[src/rtl/hc595_driver.sv]
// hc595_driver: writer for a 74HC595 chain. It accepts a word on Valid/Ready, shifts it out on Ser/Srclk, then pulses Rclk.
// A transfer takes 2*DIV*WIDTH+2*DIV cycles and Valid is ignored while Busy. Defining HC595_CLR_EN adds the Clr/Srclr_N clear path.
module hc595_driver #(
  parameter int WIDTH     = 16,
  parameter int DIV       = 4,
  parameter bit MSB_FIRST = 1'b1
) (
  input  logic             Clk,
  input  logic             Rst,
  input  logic [WIDTH-1:0] Data,
  input  logic             Valid,
`ifdef HC595_CLR_EN
  input  logic             Clr,
  output logic             Srclr_N,
`endif
  output logic             Ready,
  output logic             Ser,
  output logic             Srclk,
  output logic             Rclk,
  output logic             Busy
);

  localparam int CW  = (DIV > 1) ? $clog2(DIV) : 1;
  localparam int BCW = $clog2(WIDTH + 1);
  localparam logic [CW-1:0] CNT_LAST = CW'(DIV - 1);

  localparam logic [2:0] S_IDLE  = 3'd0;
  localparam logic [2:0] S_SLO   = 3'd1;
  localparam logic [2:0] S_SHI   = 3'd2;
  localparam logic [2:0] S_LATCH = 3'd3;
  localparam logic [2:0] S_GAP   = 3'd4;
`ifdef HC595_CLR_EN
  localparam logic [2:0] S_CLR   = 3'd5;
`endif

  logic [2:0]       state_q, state_d;
  logic [CW-1:0]    cnt_q, cnt_d;
  logic [BCW-1:0]   bitcnt_q, bitcnt_d;
  logic [WIDTH-1:0] shreg_q, shreg_d;
  logic             ser_q, ser_d;
  logic             srclk_q, srclk_d;
  logic             rclk_q, rclk_d;
  logic             ready_q, ready_d;
  logic             busy_q, busy_d;
  logic             phase_end;
  logic             cur_bit;
`ifdef HC595_CLR_EN
  logic             srclr_n_q, srclr_n_d;
`endif

  always_comb begin
    state_d   = state_q;
    bitcnt_d  = bitcnt_q;
    shreg_d   = shreg_q;
    phase_end = (cnt_q == CNT_LAST);
    cnt_d     = (state_q == S_IDLE || phase_end) ? '0 : cnt_q + CW'(1);

    case (state_q)
      S_IDLE: begin
`ifdef HC595_CLR_EN
        if (Clr) begin
          state_d = S_CLR;
        end else
`endif
        if (Valid) begin
          state_d  = S_SLO;
          shreg_d  = Data;
          bitcnt_d = BCW'(WIDTH);
        end
      end
      S_SLO: begin
        if (phase_end) state_d = S_SHI;
      end
      S_SHI: begin
        if (phase_end) begin
          shreg_d  = MSB_FIRST ? (shreg_q << 1) : (shreg_q >> 1);
          bitcnt_d = bitcnt_q - BCW'(1);
          state_d  = (bitcnt_q == BCW'(1)) ? S_LATCH : S_SLO;
        end
      end
      S_LATCH: begin
        if (phase_end) state_d = S_GAP;
      end
      S_GAP: begin
        if (phase_end) state_d = S_IDLE;
      end
`ifdef HC595_CLR_EN
      S_CLR: begin
        if (phase_end) state_d = S_LATCH;
      end
`endif
      default: state_d = S_IDLE;
    endcase
  end

  // Outputs are decoded from the next state so every pin comes straight off a flop.
  always_comb begin
    cur_bit = MSB_FIRST ? shreg_d[WIDTH-1] : shreg_d[0];
    case (state_d)
      S_SLO:          ser_d = cur_bit;
      S_SHI, S_LATCH: ser_d = ser_q;
      default:        ser_d = 1'b0;
    endcase
    srclk_d = (state_d == S_SHI);
    rclk_d  = (state_d == S_LATCH);
    ready_d = (state_d == S_IDLE);
    busy_d  = (state_d != S_IDLE);
`ifdef HC595_CLR_EN
    srclr_n_d = (state_d != S_CLR);
`endif
  end

  always_ff @(posedge Clk or posedge Rst) begin
    if (Rst) begin
      state_q  <= S_IDLE;
      cnt_q    <= '0;
      bitcnt_q <= '0;
      shreg_q  <= '0;
      ser_q    <= 1'b0;
      srclk_q  <= 1'b0;
      rclk_q   <= 1'b0;
      ready_q  <= 1'b1;
      busy_q   <= 1'b0;
`ifdef HC595_CLR_EN
      srclr_n_q <= 1'b1;
`endif
    end else begin
      state_q  <= state_d;
      cnt_q    <= cnt_d;
      bitcnt_q <= bitcnt_d;
      shreg_q  <= shreg_d;
      ser_q    <= ser_d;
      srclk_q  <= srclk_d;
      rclk_q   <= rclk_d;
      ready_q  <= ready_d;
      busy_q   <= busy_d;
`ifdef HC595_CLR_EN
      srclr_n_q <= srclr_n_d;
`endif
    end
  end

  assign Ready = ready_q;
  assign Busy  = busy_q;
  assign Ser   = ser_q;
  assign Srclk = srclk_q;
  assign Rclk  = rclk_q;
`ifdef HC595_CLR_EN
  assign Srclr_N = srclr_n_q;
`endif

endmodule
[config.mk]
export PLATFORM = sky130hd
export DESIGN_NAME = hc595_driver
export DESIGN_NICKNAME = d
export VERILOG_FILES = /design/src/rtl/hc595_driver.sv
export SDC_FILE = /design/constraint.sdc
export NUM_CORES = 1
export LEC_CHECK = 0
export CAP_MARGIN = 20
export CORE_AREA = 5 5 62 64
export DETAILED_ROUTE_END_ITERATION = 10
export DIE_AREA = 0 0 67 69
export PLACE_DENSITY = 0.72
export SLEW_MARGIN = 20
export SYNTH_ARGS = -nofsm -noshare
export SYNTH_HDL_FRONTEND = slang
export SYNTH_SLANG_ARGS = --single-unit
[constraint.sdc]
create_clock -name Clk -period 1.6 [get_ports Clk]
set_clock_uncertainty 0.05 [all_clocks]
set_input_delay 0.24 -clock Clk [delete_from_list [all_inputs] [get_ports Clk]]
set_output_delay 0.24 -clock Clk [all_outputs]
set_load 0.02 [all_outputs]
Word level (Yosys, flattened, before mapping)
Index checks and enable logic that the tools add are counted.
{"block": "op_classes", "add_sub_neg": 2, "mul": 0, "div_mod_pow": 0, "magnitude_cmp": 0, "eq_ne": 11, "n_shift": 0, "mux": 15, "bitwise_logic": 0, "reduce_logical": 7}
{"operator": "two-way mux 16 bit", "n": 2}
{"operator": "case mux 16 bit (2 select lines)", "n": 1}
{"operator": "two-way mux 3 bit", "n": 5}
{"operator": "case mux 3 bit (5 select lines)", "n": 1}
{"operator": "== test 3 x 2 -> 1 bit (second input constant)", "n": 4}
{"operator": "two-way mux 5 bit", "n": 2}
{"operator": "case mux 5 bit (2 select lines)", "n": 1}
{"operator": "== test 3 x 1 -> 1 bit (second input constant)", "n": 2}
{"operator": "logical NOT 3 bit", "n": 2}
{"operator": "== test 5 x 1 -> 1 bit (second input constant)", "n": 1}
{"operator": "subtractor 5 x 1 -> 5 bit (second input constant)", "n": 1}
{"operator": "two-way mux 2 bit", "n": 2}
{"operator": "inequality test 2 bit (second input constant)", "n": 2}
{"operator": "== test 3 bit (second input constant)", "n": 1}
{"operator": "AND reduction 3 bit", "n": 1}
{"operator": "nonzero test 3 bit", "n": 1}
{"operator": "adder 2 x 1 -> 2 bit (second input constant)", "n": 1}
{"operator": "== test 2 bit (second input constant)", "n": 1}
{"operator": "case mux 1 bit (2 select lines)", "n": 1}
{"operator": "nonzero test 2 bit", "n": 1}
{"operator": "OR reduction 2 bit", "n": 1}
{"operator": "logical OR 1 bit", "n": 1}
{"block": "word_totals", "register_bits": 31, "latch_bits": 0, "ram_bits": 0, "rom_bits": 0, "inputBits": 19, "word_cells": 45, "mem_count": 0}

Logic depth before layout (Yosys ltp)
{"block": "logic_depth", "depth_word": 7, "depth_mapped": 7, "depth_no_buf": 6}

Worst setup path after synthesis
No wires, ideal clock.
{"block": "synth_path", "path_kind": "reg2reg", "startpoint": "reg cnt_q[0]", "endpoint": "reg busy_q (netlist: Busy)", "setup_ns": 0.065, "arrival_ns": 1.551, "required_time_ns": 1.485, "slack_ns": -0.066, "path_stages_with_launch": 6, "path_buffers": 1, "synth_period_minus_slack_ns": 1.666, "path_cell_list": "dfrtp_1 -> ha_1 -> buf_2 -> or4b_2 -> nand2_1 -> or3_1"}
{"block": "synth_via", "elab_chain_len": 4, "elab_cells_between_ends": 7, "cone_classes": "eq/ne: 1; mux: 5; reduce/logical: 1"}
{"element": "start: declaration", "line_no": "37", "text": "logic [CW-1:0] cnt_q, cnt_d;"}
{"element": "start signal: assignment", "line_no": "129", "text": "cnt_q <= cnt_d;"}
{"element": "== test 2 bit *", "line_no": "55", "text": "phase_end = (cnt_q == CNT_LAST);"}
{"element": "two-way mux 3 bit (on tied branches)"}
{"element": "case mux 3 bit (5 select lines) *", "line_no": "58", "text": "case (state_q)"}
{"element": "net state_d[2]", "line_no": "36", "text": "logic [2:0] state_q, state_d;"}
{"element": "nonzero test 3 bit *", "line_no": "107", "text": "busy_d = (state_d != S_IDLE);"}
{"element": "net busy_d", "line_no": "44", "text": "logic busy_q, busy_d;"}
{"element": "end signal: assignment", "line_no": "136", "text": "busy_q <= busy_d;"}
{"element": "end: declaration", "line_no": "44"}
The timed path passes the listed nets; every way through them passes the cells marked *.
A chain may end at the register's enable or synchronous reset.

Worst setup path after layout
{"block": "layout_path", "startpoint": "reg bitcnt_q[1]", "endpoint": "reg ser_q (netlist: Ser)"}
{"block": "layout_via", "elab_chain_len": 7, "elab_cells_between_ends": 9, "cone_classes": "eq/ne: 4; mux: 4; reduce/logical: 1"}
{"element": "start: declaration", "line_no": "38", "text": "logic [BCW-1:0] bitcnt_q, bitcnt_d;"}
{"element": "start signal: assignment", "line_no": "130", "text": "bitcnt_q <= bitcnt_d;"}
{"element": "== test 5 x 1 -> 1 bit *", "line_no": "78", "text": "state_d = (bitcnt_q == BCW'(1)) ? S_LATCH : S_SLO;"}
{"element": "two-way mux 2 bit *", "line_no": "78"}
{"element": "two-way mux 3 bit *", "line_no": "75", "text": "if (phase_end) begin"}
{"element": "case mux 3 bit (5 select lines) *", "line_no": "58"}
{"element": "== test 3 x 2 -> 1 bit", "line_no": "99", "text": "case (state_d)"}
{"element": "OR reduction 2 bit", "line_no": "99"}
{"element": "case mux 1 bit (2 select lines)", "line_no": "99"}
{"element": "end signal: assignment", "line_no": "132", "text": "ser_q <= ser_d;"}
{"element": "end: declaration", "line_no": "40", "text": "logic ser_q, ser_d;"}
Mark *: on every way between the ends. The rest lies on a longest branch, timed or not.

==> impl_metrics.py <==
metrics = {
    "sta": {
        "layout_min_cycle_time_ns": 1.577,
        "slew-limit-headroom_pct": 74.62,
        "rsz0062_at_grt": "true",
        "fmax_mhz": 634.0,
        "drv_slew": 0,
        "tightest_slew_ns": 0.3807,
        "tns_ns": 0,
        "setup_viol": 0,
        "hold_viol_final": 0,
        "final.period_utilization_pct": 98.58,
        "finalWorstSetupSlack_ns": 0.02271,
    },
    "cts": {
        "cts_root_buf": "clkbuf_4",
        "clk_pin_slew_ns": 0.10,
        "insertion_delay_ns": 0.33,
        "cts_tree": "done",
        "htree_levels": 2,
        "cts_sinks": 31,
        "cts_buffers": 5,
        "clock_path_buffers": 2,
    },
    "floorplanning": {
        "die_area_um2": 4623,
        "die_w_um": 67,
        "fp-row-count": 21,
        "die_h_um": 69,
        "pin_count": 24,
        "start_util_pct": 44.13,
        "core_um2": 3232,
    },
    "critical_path": {
        "worstSetupEndpointType": "register",
        "critical_path_buf_inv_count": 2,
        "slowest_stage": "dfrtp_1",
        "cp_max_fo": 3,
        "crit_path_start_kind": "register",
        "required_ns": 1.78,
        "cp.arrival_ns": 1.76,
        "crit_type": "register to register",
        "worstPathCellList": "inv_2 -> ha_2 -> and4bb_4 -> a211oi_4 -> buf_6 -> nor3b_1 -> a31o_2",
        "path_delay_family": "compound AO/OA/AOI/OAI gates",
        "cp_slowest_stage_delay_ns": 0.37,
    },
    "synth": {
        "synthesis.instances": 122,
        "ys_seq_elements": 31,
        "synth-adder-area-share_pct": 2.632,
        "synth_mux_area_share_pct": 1.491,
        "synthTopCellsByArea": "dfrtp_1 (53%), a222oi_1 (9.8%), inv_1 (4.7%)",
        "synthFlopType": "dfrtp_1",
        "synth_top_area_share_pct": 52.63,
        "synth_simple_gate_area_share_pct": 15.61,
        "synthXorXnorAreaFrac_pct": 1.842,
        "synth_nets": 144,
        "avgSynthCellArea_um2": 11.69,
        "ys_types": 37,
        "yosysTopAreaCell": "dfrtp_1",
        "netlist_area_um2": 1426,
        "synth_top_family_by_area": "compound AO/OA/AOI/OAI gates",
        "synth_edf_count": 0,
        "synth_compound_area_share_pct": 15.96,
        "async_flop_share_pct": 100.0,
        "synth_seq_area_share_pct": 54.47,
        "yosysWarnings": 0,
    },
    "power": {
        "peakVddDrop_mv": 0.7422,
        "p_per_area_nw_per_um2": 1751,
        "comb_power_share_pct": 47.3,
        "p_leak_nw": 0.9657,
        "switching_share_pct": 36.28,
        "p_clk_share_pct": 12.8,
        "cell_internal_pwr_w": 0.002197,
        "seq_power_share_pct": 39.9,
        "p_sw_w": 0.001251,
    },
    "global_routing": {
        "grt_antenna_before_repair": 0,
        "grtUsageMet3_pct": 6.331,
        "grt_first_pass_wirelength_um": 5299,
        "grt_overflow": 0,
        "use_met2_pct": 24.56,
        "grt_pass1_vias": 1217,
        "grt_start_max_net_pins": 32,
        "grt_busiest_layer": "met2",
        "met1_usage_pct": 17.00,
        "grtUsageTotal_pct": 15.29,
    },
    "placement": {
        "place_hpwl_um": 2136,
        "post-place-ws_ns": -0.1760,
        "io_buffer_count": 23,
        "gp_congestion": 0.7609,
    },
    "run": {
        "cap_violations": 0,
    },
    "drt": {
        "vias": 1127,
        "drt-vias-per-instance": 5.266,
        "drtIter0Drc": 65,
        "drtPass1Iterations": 7,
        "finalWirelength_um": 3064,
        "remaining_drc_errors": 0,
        "wl_per_cell_um": 14.32,
        "ant_nets": 0,
    },
    "layout": {
        "fillerInstances": 273,
        "final_nets": 189,
        "diodes": 0,
        "drive_gt1_share_pct": 30.95,
        "synthToLayoutAreaGrowth_pct": 37.98,
        "fin_util_pct": 60.90,
    },
    "status": {
        "outcome": "complete, no violations",
    },
    "min_path": {
        "hold_path.class": "input port to asynchronous set/reset pin",
    },
}
flip-flops by register name (all words and copies together), names as in the netlist:
signal,count
Ser,1
Ready,1
shreg_q,16
Srclk,1
state_q,3
Rclk,1
Busy,1
cnt_q,2
bitcnt_q,5
kinds of logic (layout without fill, tap and decap cells):
kind of cell | after synthesis | in the layout
AO/OA/AOI/OAI | 23 | 23
adder cells (fa/ha/maj) | 3 | 3
buffers and inverters | 26 | 72
XOR/XNOR | 3 | 3
AND/OR/NAND/NOR | 34 | 34
flip-flops | 31 | 31
multiplexers | 2 | 2
cells in the mapped netlist, types with 2 or more instances:
library cell / number
nor2_1: 4
dfrtp_1: 30
inv_1: 18
a222oi_1: 14
nor3_1: 5
buf_2: 4
nand4b_1: 2
buf_4: 3
nand3_1: 3
xor2_1: 3
ha_1: 3
nor3b_1: 2
nand2_1: 4
a22o_1: 3
o21ai_0: 2
stage by stage:
stage / cell area, µm² / power [W] / hold WS, ns / instances
finish: 1968 / 0.003447 / 0.2223 / 214
global placement: 1818 / 0.002746 / 0.4184 / 202
floorplan: 1440 / 0.002280 / 0.2928 / 122
detailed placement: 1818 / 0.002834 / 0.4303 / 202
global route: 1968 / 0.003728 / 0.2696 / 214
CTS: 1901 / 0.003339 / 0.2205 / 212
final timing paths:
path                       cells past startpoint               startpoint  slack, ns                       to
setup / recovery                               7  bitcnt_q[1]$_DFFE_PP0P_       0.02          Ser$_DFFE_PP0N_
hold / removal                                 3                      Rst       0.22   shreg_q[8]$_DFFE_PP0P_
setup reg to reg                               7  bitcnt_q[1]$_DFFE_PP0P_       0.02          Ser$_DFFE_PP0N_
hold reg to reg                                2  shreg_q[14]$_DFFE_PP0P_       0.45  shreg_q[14]$_DFFE_PP0P_
max in group asynchronous                      3                      Rst       0.96          Ready$_DFF_PP1_
min in group Clk                               3                  Data[7]       0.44   shreg_q[7]$_DFFE_PP0P_
per-layer routing:
metal	share of wire [%]	wire, µm
met1	42	1273
met2	50	1540
met3	5.5	168
met4	2.6	81
met5	0	0
power by group through the flow:
stage | clock network [W] | logic, W | registers, W
floorplan | 0 | 0.000939 | 0.00134
global placement | 0 | 0.00140 | 0.00135
detailed placement | 0 | 0.00147 | 0.00136
CTS | 0.000460 | 0.00152 | 0.00136
global route | 0.000494 | 0.00182 | 0.00142
finish | 0.000441 | 0.00163 | 0.00138
what timing repair did:
item,CTS,global route
gates resized for setup,6,18
hold buffers,0,0
endpoints found under the setup margin,16,18
pin swaps,3,3
buffers inserted,2,2
cell type report:
cell class / count / area (µm²) / area share [%]
flip-flops and latches: 31 / 779.5 / 39.61
well taps: 46 / 57.56 / 2.924
multi-input cells: 65 / 590.6 / 30.01
inverters: 18 / 67.56 / 3.433
clock buffers: 6 / 41.29 / 2.098
repair buffers: 46 / 419.2 / 21.30
clock inverters: 2 / 12.51 / 0.6357
cell usage in the layout (no fill, tap or decap), drive strengths merged, types with 2 or more instances in the layout:
cell	n
a22o	3
nor3	6
dfrtp	30
nand2b	2
ha	3
nand4b	2
nand2	5
dlymetal6s2s	3
nand3	3
nor2	6
dlygate4sd2	2
clkbuf	6
o21ai	2
nor3b	2
buf	23
clkdlybuf4s50	18
a222oi	14
xor2	3
inv	18
worst min-delay path, stage by stage:
cell	delay (ns)
clkdlybuf4s50_1	0.40
inv_1	0.05
buf_4	0.34
Note: power is estimated with default switching activity, not from simulation.
